### src/rtl/use_drain_scheduler_pkg.sv
// Shared types and default sizing for the in-order element drain scheduler.
package use_sched_pkg;

    typedef enum logic {
        S_WAIT = 1'b0,
        S_HOLD = 1'b1
    } state_t;

    localparam int DEF_NUM_ELEMENTS = 4;
    localparam int DEF_MAX_BYTES    = 34;
    localparam int DEF_LEN_W        = $clog2(DEF_MAX_BYTES);

    function automatic int idxWidth(input int n);
        return (n < 2) ? 1 : $clog2(n);
    endfunction

    localparam int DEF_IDX_W = idxWidth(DEF_NUM_ELEMENTS);

endpackage

### src/rtl/use_drain_scheduler_if.sv
// Outgoing message stream: registered payload with valid/ready handshake.
interface use_drain_scheduler_if #(
    parameter int MAX_BYTES = 34,
    parameter int LEN_W     = 6
);
    logic [MAX_BYTES-1:0][7:0] msgData;
    logic [LEN_W-1:0]          msgLen;
    logic                      msgLast;
    logic                      msgValid;
    logic                      msgReady;

    modport master (
        output msgData, msgLen, msgLast, msgValid,
        input  msgReady
    );

    modport slave (
        input  msgData, msgLen, msgLast, msgValid,
        output msgReady
    );
endinterface

### src/rtl/use_drain_scheduler_stats.sv
// Accepted-message statistics and sticky length-overflow flag.
module use_sched_stats #(
    parameter int LEN_W = 6
) (
    input  logic             clk,
    input  logic             reset,
    input  logic             accept,
    input  logic [LEN_W-1:0] acceptLen,
    input  logic             acceptLast,
    input  logic             capture,
    input  logic             overLen,
    output logic [15:0]      msgCount,
    output logic [31:0]      byteCount,
    output logic             lenError,
    output logic             frameDone
);

    always_ff @(posedge clk) begin
        if (reset) begin
            msgCount  <= '0;
            byteCount <= '0;
            lenError  <= 1'b0;
            frameDone <= 1'b0;
        end else begin
            frameDone <= accept && acceptLast;
            if (accept) begin
                msgCount  <= msgCount + 16'd1;
                byteCount <= byteCount + 32'(acceptLen);
            end
            if (capture && overLen) begin
                lenError <= 1'b1;
            end
        end
    end

endmodule

### src/rtl/use_drain_scheduler.sv
// Drains per-element messages strictly in ring order into one output slot.
module use_drain_scheduler
    import use_sched_pkg::*;
#(
    parameter int NUM_ELEMENTS           = DEF_NUM_ELEMENTS,
    parameter int MAX_UNCOMPRESSED_BYTES = DEF_MAX_BYTES,
    parameter int LEN_W                  = $clog2(MAX_UNCOMPRESSED_BYTES),
    localparam int IDX_W                 = idxWidth(NUM_ELEMENTS)
) (
    input  logic                    clk,
    input  logic                    reset,
    input  logic                    enable,
    input  logic [NUM_ELEMENTS-1:0][MAX_UNCOMPRESSED_BYTES-1:0][7:0] elemData,
    input  logic [NUM_ELEMENTS-1:0][LEN_W-1:0] elemLen,
    input  logic [NUM_ELEMENTS-1:0] elemLast,
    output logic [NUM_ELEMENTS-1:0] elemTaken,
    use_drain_scheduler_if.master   msg,
    output logic [IDX_W-1:0]        head,
    output logic [15:0]             msgCount,
    output logic [31:0]             byteCount,
    output logic                    lenError,
    output logic                    frameDone
);

    localparam logic [LEN_W-1:0] MAX_LEN  = LEN_W'(MAX_UNCOMPRESSED_BYTES);
    localparam logic [IDX_W-1:0] LAST_IDX = IDX_W'(NUM_ELEMENTS - 1);

    state_t           state;
    logic [LEN_W-1:0] headLen;
    logic [LEN_W-1:0] capLen;
    logic             overLen;
    logic             capture;
    logic             drained;
    logic             accept;

    always_comb begin
        headLen = elemLen[head];
        overLen = headLen > MAX_LEN;
        capLen  = overLen ? MAX_LEN : headLen;
        accept  = msg.msgValid && msg.msgReady;
        // The slot frees up in the same cycle it is accepted, so a
        // capture can overlap the handoff for full throughput.
        capture = enable && (headLen != '0) &&
                  ((state == S_WAIT) || msg.msgReady);
        drained = (state == S_HOLD) && msg.msgReady && !capture;
    end

    always_ff @(posedge clk) begin
        if (reset) begin
            state        <= S_WAIT;
            head         <= '0;
            elemTaken    <= '0;
            msg.msgValid <= 1'b0;
            msg.msgData  <= '0;
            msg.msgLen   <= '0;
            msg.msgLast  <= 1'b0;
        end else begin
            elemTaken <= '0;
            unique case (1'b1)
                capture: begin
                    msg.msgData     <= elemData[head];
                    msg.msgLen      <= capLen;
                    msg.msgLast     <= elemLast[head];
                    msg.msgValid    <= 1'b1;
                    elemTaken[head] <= 1'b1;
                    head  <= (head == LAST_IDX) ? '0 : head + 1'b1;
                    state <= S_HOLD;
                end
                drained: begin
                    msg.msgValid <= 1'b0;
                    state        <= S_WAIT;
                end
                default: ;
            endcase
        end
    end

    use_sched_stats #(
        .LEN_W (LEN_W)
    ) u_stats (
        .clk        (clk),
        .reset      (reset),
        .accept     (accept),
        .acceptLen  (msg.msgLen),
        .acceptLast (msg.msgLast),
        .capture    (capture),
        .overLen    (overLen),
        .msgCount   (msgCount),
        .byteCount  (byteCount),
        .lenError   (lenError),
        .frameDone  (frameDone)
    );

endmodule

### src/flat_wrapper.sv
// flat-port wrapper written by rule: the top's interface ports become plain ports
module use_drain_scheduler_flat import use_sched_pkg::*;
#(
    parameter int NUM_ELEMENTS           = DEF_NUM_ELEMENTS,
    parameter int MAX_UNCOMPRESSED_BYTES = DEF_MAX_BYTES,
    parameter int LEN_W                  = $clog2(MAX_UNCOMPRESSED_BYTES),
    localparam int IDX_W                 = idxWidth(NUM_ELEMENTS)
)
  (clk, reset, enable, elemData, elemLen, elemLast, elemTaken, head, msgCount, byteCount, lenError, frameDone, msg_msgData, msg_msgLen, msg_msgLast, msg_msgValid, msg_msgReady);
  use_drain_scheduler_if #(.MAX_BYTES((34)), .LEN_W(LEN_W)) msg_i ();
  input  logic clk;
  input  logic reset;
  input  logic enable;
  input  logic [NUM_ELEMENTS-1:0][MAX_UNCOMPRESSED_BYTES-1:0][7:0] elemData;
  input  logic [NUM_ELEMENTS-1:0][LEN_W-1:0] elemLen;
  input  logic [NUM_ELEMENTS-1:0] elemLast;
  output logic [NUM_ELEMENTS-1:0] elemTaken;
  output logic [IDX_W-1:0] head;
  output logic [15:0] msgCount;
  output logic [31:0] byteCount;
  output logic lenError;
  output logic frameDone;
  output wire logic [$bits(msg_i.msgData)-1:0] msg_msgData;
  output wire logic [$bits(msg_i.msgLen)-1:0] msg_msgLen;
  output wire logic [$bits(msg_i.msgLast)-1:0] msg_msgLast;
  output wire logic [$bits(msg_i.msgValid)-1:0] msg_msgValid;
  input wire logic [$bits(msg_i.msgReady)-1:0] msg_msgReady;
  assign msg_msgData = msg_i.msgData;
  assign msg_msgLen = msg_i.msgLen;
  assign msg_msgLast = msg_i.msgLast;
  assign msg_msgValid = msg_i.msgValid;
  assign msg_i.msgReady = msg_msgReady;
  use_drain_scheduler #(.NUM_ELEMENTS(NUM_ELEMENTS), .MAX_UNCOMPRESSED_BYTES(MAX_UNCOMPRESSED_BYTES), .LEN_W(LEN_W)) u_core (.clk(clk), .reset(reset), .enable(enable), .elemData(elemData), .elemLen(elemLen), .elemLast(elemLast), .elemTaken(elemTaken), .msg(msg_i), .head(head), .msgCount(msgCount), .byteCount(byteCount), .lenError(lenError), .frameDone(frameDone));
endmodule
### config.mk
export PLATFORM = sky130hd
export DESIGN_NAME = use_drain_scheduler_flat
export DESIGN_NICKNAME = d
export VERILOG_FILES = /design/src/rtl/use_drain_scheduler_pkg.sv /design/src/rtl/use_drain_scheduler_if.sv /design/src/rtl/use_drain_scheduler_stats.sv /design/src/rtl/use_drain_scheduler.sv /design/src/flat_wrapper.sv
export SDC_FILE = /design/constraint.sdc
export NUM_CORES = 1
export LEC_CHECK = 0
export CORE_AREA = 10 10 551 553
export CTS_CLUSTER_SIZE = 20
export DETAILED_ROUTE_END_ITERATION = 12
export DIE_AREA = 0 0 561 563
export HOLD_SLACK_MARGIN = 0.05
export PLACE_DENSITY_LB_ADDON = 0.15
export SYNTH_ARGS = -nofsm -noshare
export SYNTH_HDL_FRONTEND = slang
export SYNTH_SLANG_ARGS = --single-unit
### constraint.sdc
create_clock -name clk -period 3 [get_ports clk]
set_clock_uncertainty 0.1 [all_clocks]
set_input_delay 0.75 -clock clk [delete_from_list [all_inputs] [get_ports clk]]
set_output_delay 0.75 -clock clk [all_outputs]
set_load 0.1 [all_outputs]
==> impl_metrics.json <==
{
  "r2r-start": "u_core.head[0]$_SDFFE_PP0P_",
  "stdcell_count": 7310,
  "die_width_um": 561,
  "synth_seq_area_share_pct": 35.6,
  "ys_warn_count": 0,
  "critPathLaunch": "u_core.head[0]$_SDFFE_PP0P_",
  "critPathMaxFanout": 53,
  "core_um2": 293000,
  "syn-num-nets": 3001,
  "dpl_worst_slack_ps": -405,
  "antenna_found_initial": 135,
  "gp_congestion": 0.856,
  "timing.rr.end": "u_core.msg.msgData[155]$_SDFFE_PP0P_",
  "max_freq_ghz": 0.348,
  "die_h_um": 563,
  "grt_max_degree": 98,
  "rsz0062_at_grt": "no",
  "design.die.area_um2": 316000,
  "crit_type": "reg2reg",
  "start_util_pct": 6.46,
  "p_per_area_nw_per_um2": 460,
  "slew-limit-headroom_pct": 37.5,
  "layout_min_cycle_time_ps": 2880,
  "wl_per_cell_um": 30.6,
  "status": "completed",
  "holdBufCountCts": 0,
  "grt_use_total_pct": 13.4,
  "first_pass_iters": 8,
  "drc": 0,
  "hold_path.startpoint": "u_core.msg.msgData[61]$_SDFFE_PP0P_",
  "clockBufferDepth": 3,
  "yosys.area.top_type": "dfxtp_1",
  "synthFlopType": "dfxtp_1",
  "yosysUniqueCellTypes": 47,
  "drive_gt1_share_pct": 24.1,
  "cts_num_sinks": 336,
  "cp-endpoint": "u_core.msg.msgData[155]$_SDFFE_PP0P_",
  "period_share_pct": 95.9,
  "worst_r2r_path_depth": 9,
  "io_pins": 1456,
  "regArea_um2": 6740,
  "htreeDepth": 2,
  "critPathArrivalTime_ps": 3260,
  "leakage_uw": 0.0135,
  "cts_tree": "yes",
  "fin_ws_ps": 123,
  "multi_input_area_um2": 11300,
  "postCtsResizedCells": 0,
  "synth-edff-count": 0,
  "layout.nets": 4452,
  "rows": 199,
  "grt_first_pass_wirelength_mm": 278,
  "ctsRootBufferMaster": "clkbuf_16",
  "final.fill_count": 33200,
  "vias": 22300,
  "cp.required_ps": 3390,
  "dp_hpwl_mm": 200,
  "dp.cells": 7188,
  "clk_latency_ps": 670,
  "first_global_vias": 23500,
  "hold_viol_final": 0,
  "synth-seq-cells": 336,
  "synthesis.area_um2": 18900,
  "final-setup-viol-count": 0,
  "cp-start-kind": "register",
  "gr-total-overflow": 0,
  "power.total_uw": 18200,
  "cp-end-kind": "register",
  "clk_pin_slew_worst_paths_ps": 60,
  "vias_per_cell": 3.06,
  "cts_buffers": 49,
  "tightest_slew_ps": 938,
  "drv_cap": 0,
  "avgSynthCellArea_um2": 10.1,
  "synth_cells": 1869,
  "cts_setup_buffers": 0,
  "hp-class": "reg2reg",
  "peakVddDrop_uv": 371,
  "postRouteAntennaNets": 0,
  "io_buffers": 1455,
  "synthArstFlopShare_pct": 0,
  "r2r_setup_slack_ps": 120,
  "drv_slew": 0,
  "finalCoreUtilization_pct": 13.5,
  "synth_top_area_share_pct": 35.6,
  "synthToLayoutAreaGrowth_pct": 109,
  "yosys-top-cells-area": "dfxtp_1, mux4_2, nand2_1",
  "drt_iter0_drc": 1289,
  "wl_mm": 224
}
==> layout by cell type (no fill, tap or decap), types with 12 or more instances in the layout <==
cell	synthesis	final
buf_4	5	409
xnor2_1	12	12
diode_2	0	39
nand3_1	13	13
clkbuf_1	103	15
mux4_2	279	279
a21oi_1	298	297
clkbuf_16	0	49
clkdlybuf4s50_1	0	1118
dfxtp_1	336	331
nand2_1	578	578
o21ai_0	17	17
xor2_1	13	13
nor2_1	41	41
buf_12	0	33
==> final cells by class <==
type,count,area share (%)
Antenna cell,39,0.247
Clock buffer,69,3.42
Clock inverter,14,0.370
Inverter,11,0.104
Multi-Input combinational cell,1356,28.6
Sequential cell,336,17.0
Tap cell,3919,12.4
Timing Repair Buffer,1566,37.8
==> registers in the layout, indices dropped and copies added, names as in the netlist <==
| signal | cells |
|---|---|
| u_core.elemTaken | 4 |
| u_core.head | 2 |
| u_core.msg.msgData | 272 |
| u_core.msg.msgLast | 1 |
| u_core.msg.msgLen | 6 |
| u_core.msg.msgValid | 1 |
| u_core.u_stats.byteCount | 32 |
| u_core.u_stats.frameDone | 1 |
| u_core.u_stats.lenError | 1 |
| u_core.u_stats.msgCount | 16 |
==> cell usage after synthesis, drive strengths merged, types with 4 or more instances <==
master  count
nand2     578
nand3      13
a21oi     298
xor2       13
nor3        9
or4         6
buf        63
clkbuf    103
nor4        5
a32oi       4
dfxtp     336
nor2       41
xnor2      12
mux4      279
ha         11
o21ai      17
or3        11
nand4      10
and3        9
inv        11
==> logic make-up (layout without fill, tap and decap cells) <==
family / after synthesis / count (layout) / synth area share, %
compound gates: 343 / 343 / 9.53
fa+ha+maj: 12 / 12 / 0.834
xor+xnor: 25 / 25 / 1.16
buf+inv: 177 / 1660 / 4.73
flops: 336 / 336 / 35.6
mux: 280 / 280 / 33.3
simple gates: 696 / 696 / 14.9
other cells: 0 / 39 / 0
==> how the worst min path moves through the flow <==
stage | endpoint | cells after the start | slack, ps
2_1_floorplan | u_core.u_stats.byteCount[0]$_SDFFE_PP0P_ | 2 | 590
3_3_place_gp | u_core.msg.msgData[96]$_SDFFE_PP0P_ | 2 | 340
3_5_place_dp | u_core.msg.msgData[97]$_SDFFE_PP0P_ | 2 | 350
4_1_cts | u_core.msg.msgData[18]$_SDFFE_PP0P_ | 2 | 360
5_1_grt | u_core.msg.msgData[18]$_SDFFE_PP0P_ | 2 | 370
6_report | u_core.msg.msgData[61]$_SDFFE_PP0P_ | 2 | 350
==> critical path, cell delays in order, from the launching register on <==
cell	delay, ps
dfxtp_4	580
mux4_2	620
nor4_4	280
buf_4	180
buf_12	100
a21oi_4	50
buf_12	160
buf_12	260
nand2_1	110
a21oi_1	60
==> per-stage QoR <==
step	TNS, ps	cell area, µm²	hold slack (ps)
5_1_grt	0	39500	369
3_3_place_gp	-88850	38000	343
3_5_place_dp	-87380	38000	347
2_1_floorplan	0	18900	590
4_1_cts	0	39400	356
6_report	0	39500	352
==> per-layer routing <==
layer	part of all wire (%)	vias to the layer above	global-route usage, %
met4	1.4	60	2.11
met5	0.17	-	0
li1	-	9803	-
met3	10	241	6.02
met1	38	11100	14.9
met2	50	1185	23.9
==> report_power, final <==
group          leakage (µW)  switching, µW  internal [µW]
combinational        0.0100           4590           2830
clock              0.000740           2490           3280
sequential          0.00276            239           4780
No activity file was read; power rests on OpenSTA's default activity.
